`src/rtl/seq_divider.sv`:
```
// seq_divider: RV32M-style sequential divider.
// Restoring radix-2 core, fixed latency, signed fix-up at the end.
module seq_divider #(
  parameter int WIDTH = 32
) (
  input  logic             clk,
  input  logic             rst_n,
  input  logic             start,
  input  logic [1:0]       op,
  input  logic [WIDTH-1:0] dividend,
  input  logic [WIDTH-1:0] divisor,
  input  logic             abort,
  output logic             busy,
  output logic             done,
  output logic [WIDTH-1:0] result
);

  localparam int CW = $clog2(WIDTH + 1);
  localparam logic [WIDTH-1:0] MINV = {1'b1, {(WIDTH-1){1'b0}}};

  typedef enum logic [1:0] {
    IDLE,
    RUN,
    DONE
  } state_t;

  state_t state_q, state_d;

  logic [CW-1:0]    cnt_q;
  logic [WIDTH:0]   rem_q;
  logic [WIDTH-1:0] quo_q;
  logic [WIDTH-1:0] dvs_q;
  logic [WIDTH-1:0] res_q;
  logic             rsel_q;
  logic             negq_q;
  logic             negr_q;

  logic             sgn;
  logic             a_neg;
  logic             b_neg;
  logic [WIDTH-1:0] a_mag;
  logic [WIDTH-1:0] b_mag;
  logic             div_zero;
  logic             ovf;
  logic             special;
  logic [WIDTH-1:0] spec_res;
  logic             accept;
  logic             last;
  logic [WIDTH+1:0] shifted;
  logic [WIDTH+1:0] diff;
  logic             fits;
  logic [WIDTH:0]   rem_d;
  logic [WIDTH-1:0] q_fix;
  logic [WIDTH-1:0] r_fix;
  logic [WIDTH-1:0] fixed;

  assign sgn      = ~op[0];
  assign a_neg    = sgn & dividend[WIDTH-1];
  assign b_neg    = sgn & divisor[WIDTH-1];
  assign a_mag    = a_neg ? -dividend : dividend;
  assign b_mag    = b_neg ? -divisor : divisor;
  assign div_zero = (divisor == '0);
  assign ovf      = sgn & (dividend == MINV)
                  & (divisor == '1);
  assign special  = div_zero | ovf;
  assign accept   = (state_q == IDLE) & start & ~abort;
  assign last     = (cnt_q == CW'(WIDTH));

  // Shift in the next dividend bit and trial-subtract the divisor;
  // the extra top bit of the difference is the borrow.
  assign shifted = {rem_q, quo_q[WIDTH-1]};
  assign diff    = shifted - {2'b00, dvs_q};
  assign fits    = ~diff[WIDTH+1];
  assign rem_d   = fits ? diff[WIDTH:0] : shifted[WIDTH:0];

  assign q_fix = negq_q ? -quo_q : quo_q;
  assign r_fix = negr_q ? -rem_q[WIDTH-1:0] : rem_q[WIDTH-1:0];
  assign fixed = rsel_q ? r_fix : q_fix;

  assign busy   = (state_q == RUN);
  assign done   = (state_q == DONE);
  assign result = res_q;

  // Result for divide-by-zero and signed overflow, no iteration needed.
  always_comb begin
    spec_res = '0;
    unique case (1'b1)
      div_zero: spec_res = op[1] ? dividend : '1;
      ovf:      spec_res = op[1] ? '0 : dividend;
      default:  spec_res = '0;
    endcase
  end

  // State register.
  always_ff @(posedge clk or negedge rst_n) begin
    if (!rst_n) state_q <= IDLE;
    else        state_q <= state_d;
  end

  // Next-state logic; abort wins over everything outside IDLE.
  always_comb begin
    state_d = state_q;
    unique case (state_q)
      IDLE: begin
        if (accept) state_d = special ? DONE : RUN;
      end
      RUN: begin
        if (abort)     state_d = IDLE;
        else if (last) state_d = DONE;
      end
      DONE:    state_d = IDLE;
      default: state_d = IDLE;
    endcase
  end

  // Datapath: latch operands, iterate, then sign-fix into result.
  always_ff @(posedge clk or negedge rst_n) begin
    if (!rst_n) begin
      cnt_q  <= '0;
      rem_q  <= '0;
      quo_q  <= '0;
      dvs_q  <= '0;
      res_q  <= '0;
      rsel_q <= 1'b0;
      negq_q <= 1'b0;
      negr_q <= 1'b0;
    end else if (accept) begin
      rsel_q <= op[1];
      negq_q <= a_neg ^ b_neg;
      negr_q <= a_neg;
      dvs_q  <= b_mag;
      quo_q  <= a_mag;
      rem_q  <= '0;
      cnt_q  <= '0;
      if (special) res_q <= spec_res;
    end else if ((state_q == RUN) && !abort) begin
      if (last) begin
        res_q <= fixed;
      end else begin
        rem_q <= rem_d;
        quo_q <= {quo_q[WIDTH-2:0], fits};
        cnt_q <= cnt_q + 1'b1;
      end
    end
  end

endmodule

```
`config.mk`:
```
export PLATFORM = sky130hd
export DESIGN_NAME = seq_divider
export DESIGN_NICKNAME = d
export VERILOG_FILES = /design/src/rtl/seq_divider.sv
export SDC_FILE = /design/constraint.sdc
export NUM_CORES = 1
export LEC_CHECK = 0
export BUFFER_PORTS_ARGS = -buffer_cell sky130_fd_sc_hd__buf_2
export CORE_UTILIZATION = 61
export CTS_CLUSTER_SIZE = 16
export DETAILED_ROUTE_END_ITERATION = 7
export GPL_TIMING_DRIVEN = 0
export PLACE_DENSITY = 0.82
export SLEW_MARGIN = 20
export SYNTH_ARGS = -nofsm -noshare
export SYNTH_HDL_FRONTEND = slang
export SYNTH_SLANG_ARGS = --single-unit
```
`constraint.sdc`:
```
create_clock -name clk -period 3.7 [get_ports clk]
set_input_delay 0.37 -clock clk [delete_from_list [all_inputs] [get_ports clk]]
set_output_delay 0.37 -clock clk [all_outputs]
set_load 0.005 [all_outputs]
```
## Yosys cells after proc, flatten, opt, wreduce, memory -nomap -nowiden

Index checks and enable logic that the tools add are counted.
W data, S select, Z words.

| word-level totals | value |
|---|---|
| register bits after elaboration | 140 |
| input bits | 70 |
| output and inout bits | 34 |
| logic and storage cells | 71 |

| operators by class | value |
|---|---|
| add/sub/neg operators | 6 |
| equality and inequality tests | 9 |
| multiplexer cells | 27 |
| bitwise operators | 11 |
| reductions and logical operators | 9 |

Operator list:

| operator | number |
|---|---|
| $mux W32 | 14 |
| $mux W33 | 4 |
| $neg A32 Y32 | 4 |
| $eq A32 B32 Y1 const B | 2 |
| $pmux W32 S2 | 1 |
| $sub A34 B32 Y34 | 1 |
| $logic_not A32 Y1 | 1 |
| $mux W6 | 3 |
| $mux W2 | 4 |
| $add A6 B1 Y6 const B | 1 |
| $and A1 B1 Y1 | 6 |
| $eq A6 B6 Y1 const B | 1 |
| $ne A2 B2 Y1 const B | 3 |
| $pmux W2 S2 | 1 |
| $reduce_and A2 Y1 | 2 |
| $reduce_bool A2 Y1 | 2 |
| $ne A3 B2 Y1 const B | 1 |
| $not A1 Y1 | 3 |
| $reduce_and A3 Y1 | 1 |
| $eq A2 B1 Y1 const B | 1 |
| $eq A2 B2 Y1 const B | 1 |
| $logic_not A2 Y1 | 1 |
| $logic_and A1 B1 Y1 | 1 |
| $logic_not A1 Y1 | 1 |
| other kinds (2) | 2 |

## Depth between registers and ports, before layout

Gate-level depths: netlist (run 1).

| depth | value |
|---|---|
| word-level depth | 7 |
| gate-level depth with buffers | 14 |
| gate-level depth less buffers | 13 |

## Worst setup path before layout (run 1)

Ideal clock, no wire load.

| timing path | value |
|---|---|
| path type | register -> register |
| from | register rem_q[3] |
| to | register rem_q[29] |
| setup time | 140 ps |
| arrival time | 2958 ps |
| data required time | 3560 ps |
| slack | 602 ps |
| stages on the path, launching flop included | 11 |
| path buffers | 0 |
| clock period less this slack | 3098 ps |
| path through | dfrtp_1 -> ha_1 -> a21o_1 -> a211o_1 -> o21a_1 -> o21a_1 -> o311a_1 -> nor2_1 -> mux2_2 -> a2111oi_0 -> o221ai_1 |

| on the way | value |
|---|---|
| cells in the longest elaborated chain, start to end | 5 |

RTL lines:

| element | RTL line | source |
|---|---|---|
| start, declared | 30 | `logic [WIDTH:0] rem_q;` |
| start signal, assigned | 140 | `rem_q <= rem_d;` |
| $sub A34 B32 Y34 | 72 | `assign diff = shifted - {2'b00, dvs_q};` |
| $mux W33 | 74 | `assign rem_d = fits ? diff[WIDTH:0] : shifted[WIDTH:0];` |
| $mux W33 | 137 | `if (last) begin` |
| $mux W33 | 136 | `end else if ((state_q == RUN) && !abort) begin` |
| $mux W33 | 127 | `end else if (accept) begin` |

No other way between the ends. The select of a mux whose other input is x is not followed.
A chain may end at the register's enable or synchronous reset.

## Worst setup path in the final report (run 1)

| timing path | value |
|---|---|
| from | register rem_q[2] |
| to | register rem_q[25] |

The elaborated chain is that of the path after synthesis.

==> impl_metrics.yaml, run 1 <==
die:
  std_cell_rows: 48
  design.portCount: 104
  starting_density_of_the_core_pct: 63.0
  dieArea_um2: 18600
  placeableCoreArea_um2: 17500
  die_width_um: 136
  die_h_um: 136
layout:
  post-route-util_pct: 71.5
  sequential_cell_area_um2: 3500
  area_occupied_by_multi_input_gates_um2: 6980
  num-nets-final: 1573
  fillCellCount: 1421
  final_common_cell: "sky130_fd_sc_hd__o21ai_0"
  layout-drive-gt1-share_pct: 12.8
  non_filler_cells_in_the_finished_layout: 1701
  layout.cells.most_common_list: "190 x sky130_fd_sc_hd__o21ai_0, 140 x sky130_fd_sc_hd__dfrtp_1, 110 x sky130_fd_sc_hd__buf_2, 104 x sky130_fd_sc_hd__nand2_1, 83 x sky130_fd_sc_hd__nor2_1"
  areaGrowthSynthToFinish_pct: 13.5
  insertedDiodeCount: 0
route:
  drtIter0Drc: 1326
  wire_per_inst_um: 21.4
  detail_route.drc_violations: 0
  firstDrtPassIters: 6
  drt.antenna.violating_nets: 0
  via_total_after_detailed_routing: 11269
  drt_via_density: 6.62
  detailed_route_wire_length_mm: 36.3
cts:
  clk_transition_reported_paths_ns: 0.07
  cts_buffers: 17
  htree_num_levels: 4
  clock_tree.root_cell: "sky130_fd_sc_hd__clkbuf_16"
  clock_sink_total: 140
  tritoncts: "built"
  clkLatencyLatePin_ns: 0.44
  cts_buffer_depth: 2
timing:
  worst_slew_margin_rel_pct: 33.2
  worst_slack_ns: 0.0986
  ratio_of_final_minimum_period_to_clock_period_pct: 97.3
  slew_at_the_pin_with_the_worst_max_slew_slack_ns: 0.988
  setup_violations: 0
  fmaxAchievable_mhz: 278
  min_period_ns: 3.60
  finalHoldViolations: 0
  final_max_slew_viol_count: 0
  final.setup_skew_ns: 0.0148
synth:
  post_synth_main_area_contributors: "sky130_fd_sc_hd__dfrtp_1 32%, sky130_fd_sc_hd__o21ai_0 8.7%, sky130_fd_sc_hd__xnor2_1 6.0%"
  synth_cell_type_count: 71
  syn_inst: 1338
  ys.flop_type: "sky130_fd_sc_hd__dfrtp_1"
  synth-warning-count: 0
  synthArstFlopShare_pct: 100
  synth_enable_flop_cells: 0
  yosysSeqAreaShare_pct: 31.8
  mappedNetlistNets: 1448
  synth_area_um2: 11000
  synth.ff_latch_count: 140
  post-synth-top-area-fraction_pct: 31.8
  synth_top_cell_by_area: "sky130_fd_sc_hd__dfrtp_1"
  post_synthesis_average_cell_area_um2: 8.23
worst_setup_path:
  critical_path.n_buffers_inverters: 3
  worst_ep_arrival_time_ns: 3.89
  path_class: "reg -> reg"
  cp_top_family: "compound AO/OA/AOI/OAI gates"
  worstSetupStartpointType: "flip-flop"
  crit_path_max_fanout: 10
  crit_path_cell_chain: "ha_1 -> o211ai_1 -> a21oi_1 -> o21a_1 -> o211ai_1 -> buf_4 -> o31ai_4 -> o41a_1 -> and2_1 -> buf_2 -> buf_2 -> mux2i_1 -> o21ai_0"
  critical_path.endpoint_type: "flip-flop"
  cp_slowest_cell: "sky130_fd_sc_hd__dfrtp_1"
  timing.critical_path.required_ns: 3.99
  worst_path_largest_cell_delay_ns: 0.48
placement:
  place.port_buffers: 102
  gp_congestion: 0.996
  dpl_worst_slack_ns: -0.0898
  placed_cells_incl_taps: 1666
  detailedPlacementHpwl_mm: 27.4
power_and_ir_drop:
  seq_power_share_pct: 35.7
  power.switching_fraction_pct: 38.2
  final_total_pwr_w: 0.00557
  power.internal_w: 0.00344
  share_comb_of_total_power_pct: 33.1
  net-switching-power_w: 0.00213
  clockPowerShare_pct: 31.2
  peakVddDrop_mv: 0.374
  p_per_area_nw_per_um2: 446
  power.leakage_nw: 5.41
global_routing:
  top_usage_layer: "met2"
  first_global_vias: 10369
  gr-total-overflow: 0
  initial_antenna_violation_count: 1
  grt_start_max_net_pins: 81
  use_met2_pct: 59.0
  grt_use_total_pct: 39.4
  use_met1_pct: 55.1
  global_route.usage.met3_pct: 10.2
  first_pass_grt_wire_length_mm: 55.5
worst_hold_path:
  hp-class: "in -> reg"
run:
  cap_violations: 0
status:
  status: "finished clean"
-- path summary, 6_finish.rpt --
check / startpoint / endpoint / slack (ns) / depth (start not counted)
max: rem_q[2] / rem_q[25] / 0.1 / 13
min: dividend[11] / quo_q[11] / 0.25 / 3
max reg2reg: rem_q[2] / rem_q[25] / 0.1 / 13
min reg2reg: result[20] / result[20] / 0.48 / 1
max in group asynchronous: rst_n / result[2] / 2.49 / 3
min in group asynchronous: rst_n / rem_q[24] / 0.47 / 2
-- kinds of logic after synthesis --
kind of cell	synth area share, %
buf+inv	5.15
simple gates	17.1
compound gates	25.5
flops	31.8
fa+ha+maj	4.61
xor+xnor	11.7
mux	4.10
-- tightest hold or removal path, cell delays in order --
cell and delay, ns:
sky130_fd_sc_hd__buf_2 0.10, sky130_fd_sc_hd__xnor2_1 0.11, sky130_fd_sc_hd__o21ai_0 0.07
-- stage by stage --
step           cell area [um^2]  TNS, ns  hold slack, ns
3_5_place_dp              11800   -0.920           0.351
5_1_grt                   12500  -0.0450           0.272
2_1_floorplan             11000        0          0.0744
6_report                  12500        0           0.248
4_1_cts                   12400        0           0.241
3_3_place_gp              11800   -0.525           0.461
-- state kept, by name, indices dropped and copies added (netlist names) --
| signal | cells |
|---|---|
| negr_q | 1 |
| quo_q | 32 |
| state_q | 2 |
| rsel_q | 1 |
| cnt_q | 6 |
| negq_q | 1 |
| result | 32 |
| dvs_q | 32 |
| rem_q | 33 |
-- synthesized netlist by cell type, types with 6 or more instances --
library cell,n
sky130_fd_sc_hd__a211oi_1,9
sky130_fd_sc_hd__a21o_1,13
sky130_fd_sc_hd__a21oi_1,76
sky130_fd_sc_hd__a22oi_1,27
sky130_fd_sc_hd__a31oi_1,8
sky130_fd_sc_hd__and2_1,6
sky130_fd_sc_hd__and3_1,8
sky130_fd_sc_hd__buf_1,6
sky130_fd_sc_hd__buf_2,9
sky130_fd_sc_hd__clkbuf_1,60
sky130_fd_sc_hd__dfrtp_1,140
sky130_fd_sc_hd__ha_1,39
sky130_fd_sc_hd__inv_1,65
sky130_fd_sc_hd__mux2_2,13
sky130_fd_sc_hd__mux2i_1,29
sky130_fd_sc_hd__nand2_1,104
sky130_fd_sc_hd__nand2b_1,14
sky130_fd_sc_hd__nand3_1,43
sky130_fd_sc_hd__nand4_1,18
sky130_fd_sc_hd__nor2_1,83
sky130_fd_sc_hd__nor2b_1,10
sky130_fd_sc_hd__nor3_1,15
sky130_fd_sc_hd__nor4_1,11
sky130_fd_sc_hd__o211ai_1,30
sky130_fd_sc_hd__o21a_1,10
sky130_fd_sc_hd__o21ai_0,191
sky130_fd_sc_hd__o31ai_1,36
sky130_fd_sc_hd__o41ai_1,14
sky130_fd_sc_hd__or2_2,7
sky130_fd_sc_hd__or3_1,19
sky130_fd_sc_hd__or4_1,13
sky130_fd_sc_hd__xnor2_1,75
sky130_fd_sc_hd__xor2_1,72
-- per-layer routing --
layer,wire (um),vias to the layer above
met5,13,-
li1,-,5129
met3,4170,92
met2,16000,705
met1,15100,5341
met4,1050,2
-- power groups by stage --
stage               combinational, W  clock [W]  sequential [W]
global placement             0.00171          0         0.00198
floorplan                    0.00126          0         0.00191
CTS                          0.00178    0.00174         0.00197
detailed placement           0.00176          0         0.00200
finish                       0.00184    0.00174         0.00199
global route                 0.00200    0.00179         0.00200
-- cell type report --
class	instances	share of cell area, %
Buffer	79	2.58
Clock buffer	20	3.58
Clock inverter	12	1.10
Inverter	65	1.95
Multi-Input combinational cell	1054	55.9
Sequential cell	140	28.0
Tap cell	225	2.25
Timing Repair Buffer	106	4.59
-- timing repair --
action                     in CTS  in global routing
setup buffers                   0                  2
setup endpoints to repair      20                 29
hold endpoints to repair       60                  0
resized for setup               1                  6
pin swaps                       0                  2
hold buffers                    1                  0
Note: power is estimated with default switching activity, not from simulation.
==> inputs of run 2 (changes only) <==
--- a/config.mk
+++ b/config.mk
@@ -10,7 +10,7 @@
 export CTS_CLUSTER_SIZE = 16
 export DETAILED_ROUTE_END_ITERATION = 7
 export GPL_TIMING_DRIVEN = 0
-export PLACE_DENSITY = 0.82
+export PLACE_DENSITY_LB_ADDON = 0.12
 export SLEW_MARGIN = 20
 export SYNTH_ARGS = -nofsm -noshare
 export SYNTH_HDL_FRONTEND = slang
==> run 2 against run 1 <==
Against the previous run: via count decreased by 1.3%; fmax fell by 0.96%; critical path depth fell by 1; sequential power barely moved; clock-buffer cell count shrank 1; first-iteration DRC count rose by 5.2%; sequential share of layout area fell by 0.19 points; combinational power barely moved; routed wire length is 0.44% lower; power is 1.7% higher; cell count rose by 0.12%.
==> impl_metrics.yaml, run 2 (synthesized netlist as in run 1, its figures left out) <==
cts:
  tritoncts: "built"
  clkLatencyLatePin_ns: 0.44
  clock_tree.root_cell: "sky130_fd_sc_hd__clkbuf_16"
  cts_buffer_depth: 2
  cts_buffers: 17
  htree_num_levels: 4
  clk_transition_reported_paths_ns: 0.07
  clock_sink_total: 140
worst_setup_path:
  r2r-start: "rem_q[3]"
  cp-startpoint: "dividend[0]"
  r2r_setup_slack_ns: 0.08
  worst_ep_arrival_time_ns: 3.96
  critical_path.reg2reg.endpoint: "rem_q[0]"
  r2r_cell_count: 13
  cp_slowest_cell: "sky130_fd_sc_hd__nor4_1"
  worstSetupStartpointType: "input port"
  critical_path.endpoint_type: "flip-flop"
  worst_path_largest_cell_delay_ns: 0.69
  crit_path_max_fanout: 10
  timing.critical_path.required_ns: 4.02
  crit_path_cell_chain: "buf_2 -> inv_1 -> ha_1 -> inv_1 -> nor4_1 -> nand4_1 -> or3_1 -> o31ai_1 -> a21o_1 -> buf_2 -> buf_4 -> mux2_2"
  path_class: "in -> reg"
route:
  met1_length_mm: 16.0
  maxUsedRoutingLayer: "met4"
  drtIter0Drc: 1395
  met3RoutedLength_mm: 3.64
  detail_route.drc_violations: 0
  detailed_route_wire_length_mm: 36.2
  firstDrtPassIters: 5
  drt.antenna.violating_nets: 0
  drt_via_density: 6.53
  routed-wl-met2_mm: 15.8
  wire_per_inst_um: 21.2
  via_total_after_detailed_routing: 11127
timing:
  final.setup_skew_ns: 0.0109
  worst_slew_margin_rel_pct: 32.5
  min_period_ns: 3.64
  slew_at_the_pin_with_the_worst_max_slew_slack_ns: 0.998
  fmaxAchievable_mhz: 275
  final_max_slew_viol_count: 0
  ratio_of_final_minimum_period_to_clock_period_pct: 98.3
  setup_violations: 0
  finalHoldViolations: 0
  worst_hold_slack_ns: 0.252
layout:
  areaGrowthSynthToFinish_pct: 14.2
  non_filler_cells_in_the_finished_layout: 1703
  layout.cells.most_common_list: "191 x sky130_fd_sc_hd__o21ai_0, 140 x sky130_fd_sc_hd__dfrtp_1, 109 x sky130_fd_sc_hd__buf_2, 104 x sky130_fd_sc_hd__nand2_1, 83 x sky130_fd_sc_hd__nor2_1"
  insertedDiodeCount: 0
  largest_register_ffs: 33
  largest_register: "rem_q"
  layout-drive-gt1-share_pct: 13.2
  fillCellCount: 1405
  final_area_um2: 12600
  num-nets-final: 1575
  final_common_cell: "sky130_fd_sc_hd__o21ai_0"
global_routing:
  initial_antenna_violation_count: 0
  grt_start_max_net_pins: 89
  first_global_vias: 10131
  gr-total-overflow: 0
  first_pass_grt_wire_length_mm: 55.8
  grt_use_total_pct: 39.9
worst_hold_path:
  hp-class: "in -> reg"
  hold_path_startpoint: "dividend[11]"
  timing.hold.worst_path_depth: 3
  hold_end: "quo_q[11]"
power_and_ir_drop:
  peakVddDrop_mv: 0.369
  p_per_area_nw_per_um2: 450
  power.leakage_nw: 5.43
placement:
  detailedPlacementHpwl_mm: 27.4
  placed_cells_incl_taps: 1666
  postPlaceCellArea_um2: 11800
  place.port_buffers: 102
  gp_congestion: 0.980
run:
  cap_violations: 0
die:
  std_cell_rows: 48
  design.portCount: 104
  die_h_um: 136
  dieArea_um2: 18600
  starting_density_of_the_core_pct: 63.0
  die_width_um: 136
  placeableCoreArea_um2: 17500
status:
  status: "finished clean"
[run 2: cell types whose count changed in the layout (fill, tap and decap cells not counted), sizes merged]
cell	change
inv	-1
bufinv	+1
clkinvlp	+2
clkinv	-1
buf	+1
[run 2: final cells by class]
type | count | area (um^2) | area share (%)
buffer | 79 | 325 | 2.59
sequential | 140 | 3500 | 27.9
timing repair buffer | 108 | 588 | 4.68
tap | 225 | 282 | 2.24
inverter | 65 | 244 | 1.94
clock inverter | 13 | 165 | 1.31
multi-input combinational | 1054 | 7020 | 55.8
clock buffer | 19 | 453 | 3.60
[run 2: metrics by stage]
step                setup slack (ns)  total power, W  utilization (%)  TNS [ns]
detailed placement            -0.108         0.00375             67.7     -2.95
global route                 -0.0120         0.00592             72.0   -0.0221
global placement              -0.151         0.00371             67.5     -1.71
CTS                          0.00731         0.00557             71.4         0
finish                        0.0637         0.00567             72.0         0
floorplan                      0.602         0.00317                -         0
[run 2: worst max-delay path: cells and delay by family]
family,cells,cell delay (ns)
AOI/OAI and AO/OA,2,0.39
adders and majority gates,1,0.24
muxes,1,0.36
buffers and inverters,5,0.85
and+or+nand+nor,3,1.73
[run 2: how the worst max path moves through the flow]
stage                            end  cells after the start
after floorplan            rem_q[29]                     10
after global placement    result[22]                     12
after detailed placement   rem_q[22]                     12
after CTS                  rem_q[26]                     12
after global routing       rem_q[27]                     13
final                     result[22]                     12
[run 2: power by group]
part	switching [W]	leakage, nW	internal [W]
combinational	0.00115	3.32	0.000704
clock	0.000731	0.292	0.00110
sequential	0.000257	1.82	0.00172
[run 2: repair_timing]
item                                    in CTS  in global routing
pin swaps                                    0                  3
endpoints found under the setup margin      30                 30
endpoints found under the hold margin       52                  0
resized for setup                            1                 10
hold buffers                                 1                  0
setup buffers                                0                  4
[run 2: per-layer routing]
metal	up-vias	global-route usage, %
met4	0	10.6
li1	5131	-
met1	5350	57.7
met5	-	0
met3	58	8.61
met2	588	59.6
==> inputs of run 3 (changes only) <==
--- a/config.mk
+++ b/config.mk
@@ -11,6 +11,7 @@
 export DETAILED_ROUTE_END_ITERATION = 7
 export GPL_TIMING_DRIVEN = 0
 export PLACE_DENSITY_LB_ADDON = 0.12
+export REMOVE_ABC_BUFFERS = 1
 export SLEW_MARGIN = 20
 export SYNTH_ARGS = -nofsm -noshare
 export SYNTH_HDL_FRONTEND = slang
==> run 3 against run 2 <==
Against the previous run: cell count decreased by 3.5%; clock power up 5%; clock-buffer cell count down 1; via count shrank 5.0%; worst setup slack gained 0.073 ns; register-to-register slack better by 0.06 ns; clock skew fell by 0.0023 ns; die area did not move; sequential power barely moved; critical path type is now reg -> reg.
==> impl_metrics.yaml, run 3 (synthesized netlist as in run 1, its figures left out) <==
power_and_ir_drop:
  peakVddDrop_mv: 0.355
  p_per_area_nw_per_um2: 448
  power.leakage_nw: 5.46
  final_total_pwr_w: 0.00564
route:
  firstDrtPassIters: 5
  detail_route.drc_violations: 0
  drt_via_density: 6.43
  via_total_after_detailed_routing: 10574
  drt.antenna.violating_nets: 0
  drtIter0Drc: 908
  wire_per_inst_um: 18.9
  detailed_route_wire_length_mm: 31.1
layout:
  final_area_um2: 12600
  layout-drive-gt1-share_pct: 14.7
  insertedDiodeCount: 0
  num-nets-final: 1516
  largest_register: "rem_q"
  non_filler_cells_in_the_finished_layout: 1644
  areaGrowthSynthToFinish_pct: 14.3
  post-route-util_pct: 72.0
  largest_register_ffs: 33
  layout.cells.most_common_list: "191 x sky130_fd_sc_hd__o21ai_0, 139 x sky130_fd_sc_hd__dfrtp_1, 104 x sky130_fd_sc_hd__nand2_1, 102 x sky130_fd_sc_hd__buf_2, 82 x sky130_fd_sc_hd__nor2_1"
  final_common_cell: "sky130_fd_sc_hd__o21ai_0"
timing:
  worst_hold_slack_ns: 0.234
  rsz0062_at_grt: "no"
  worst_slew_margin_rel_pct: 25.0
  min_period_ns: 3.56
  slew_at_the_pin_with_the_worst_max_slew_slack_ns: 1.12
  fmaxAchievable_mhz: 281
  setup_violations: 0
  final.setup_skew_ns: 0.00862
  final_max_slew_viol_count: 0
  finalHoldViolations: 0
  ratio_of_final_minimum_period_to_clock_period_pct: 96.3
worst_setup_path:
  crit_path_max_fanout: 8
  path_class: "reg -> reg"
  timing.critical_path.required_ns: 3.99
  r2r_cell_count: 10
  critical_path.endpoint_type: "flip-flop"
  worst_ep_arrival_time_ns: 3.85
  worstSetupStartpointType: "flip-flop"
run:
  cap_violations: 0
die:
  die_h_um: 136
  design.portCount: 104
  std_cell_rows: 48
  placeableCoreArea_um2: 17500
  die_width_um: 136
  dieArea_um2: 18600
  starting_density_of_the_core_pct: 63.0
global_routing:
  initial_antenna_violation_count: 0
  first_pass_grt_wire_length_mm: 50.7
  grt_start_max_net_pins: 95
  gr-total-overflow: 0
  grt_use_total_pct: 34.7
  first_global_vias: 9987
cts:
  clk_transition_reported_paths_ns: 0.06
  clock_tree.root_cell: "sky130_fd_sc_hd__clkbuf_16"
  clkLatencyLatePin_ns: 0.42
  cts_buffer_depth: 2
  htree_num_levels: 4
  tritoncts: "built"
  clock_sink_total: 140
  cts_buffers: 17
worst_hold_path:
  hp-class: "in -> reg"
  timing.hold.worst_path_depth: 3
placement:
  postPlaceCellArea_um2: 11800
  placed_cells_incl_taps: 1605
  gp_congestion: 0.907
  place.port_buffers: 103
  detailedPlacementHpwl_mm: 22.3
status:
  status: "finished clean"
[run 3: final cells by class]
class,count,area (um^2)
tap,225,282
clock inverter,14,218
multi-input combinational,1054,7030
clock buffer,18,439
fill,1360,4890
sequential,140,3500
timing repair buffer,128,870
inverter,65,244
[run 3: report_power, final]
part	internal [W]	switching (W)	leakage (nW)	total (W)
registers	0.00172	0.000274	1.82	0.00200
logic	0.000718	0.000995	3.32	0.00171
clock network	0.00122	0.000708	0.312	0.00192
[run 3: critical path: stages, from the launching register on]
cell and delay [ns]:
sky130_fd_sc_hd__dfrtp_1 0.46, sky130_fd_sc_hd__ha_1 0.41, sky130_fd_sc_hd__a21o_1 0.25, sky130_fd_sc_hd__a211o_1 0.29
sky130_fd_sc_hd__o21a_1 0.21, sky130_fd_sc_hd__o21a_1 0.22, sky130_fd_sc_hd__o311a_1 0.37, sky130_fd_sc_hd__nor2_1 0.21
sky130_fd_sc_hd__mux2_2 0.37, sky130_fd_sc_hd__a2111oi_1 0.46, sky130_fd_sc_hd__o221ai_1 0.16
[run 3: path summary, 6_finish.rpt]
path | startpoint | to | slack, ns
max | rem_q[3] | rem_q[29] | 0.14
min reg2reg | dvs_q[13] | dvs_q[13] | 0.48
min | dividend[29] | quo_q[29] | 0.23
max in group asynchronous | rst_n | quo_q[19] | 2.43
max reg2reg | rem_q[3] | rem_q[29] | 0.14
min in group asynchronous | rst_n | dvs_q[3] | 0.44
[run 3: metrics by stage]
step	setup slack [ns]	TNS (ns)
2_1_floorplan	-0.670	-35.95
3_5_place_dp	-0.381	-9.19
6_report	0.137	0
5_1_grt	0.0159	0
3_3_place_gp	-3.20	-309.33
4_1_cts	0.00133	0
[run 3: per-layer routing]
metal | global-route usage (%) | routed length [um]
met5 | 0 | 0
met4 | 14.2 | 1200
met3 | 5.00 | 1720
met2 | 55.6 | 14600
met1 | 46.8 | 13600
[run 3: what timing repair did]
| item | CTS | global route |
|---|---|---|
| setup buffers | 0 | 6 |
| setup endpoints to repair | 33 | 23 |
| hold endpoints to repair | 46 | 0 |
| gates resized for setup | 3 | 5 |
| pin swaps | 0 | 3 |
| hold buffers | 1 | 0 |
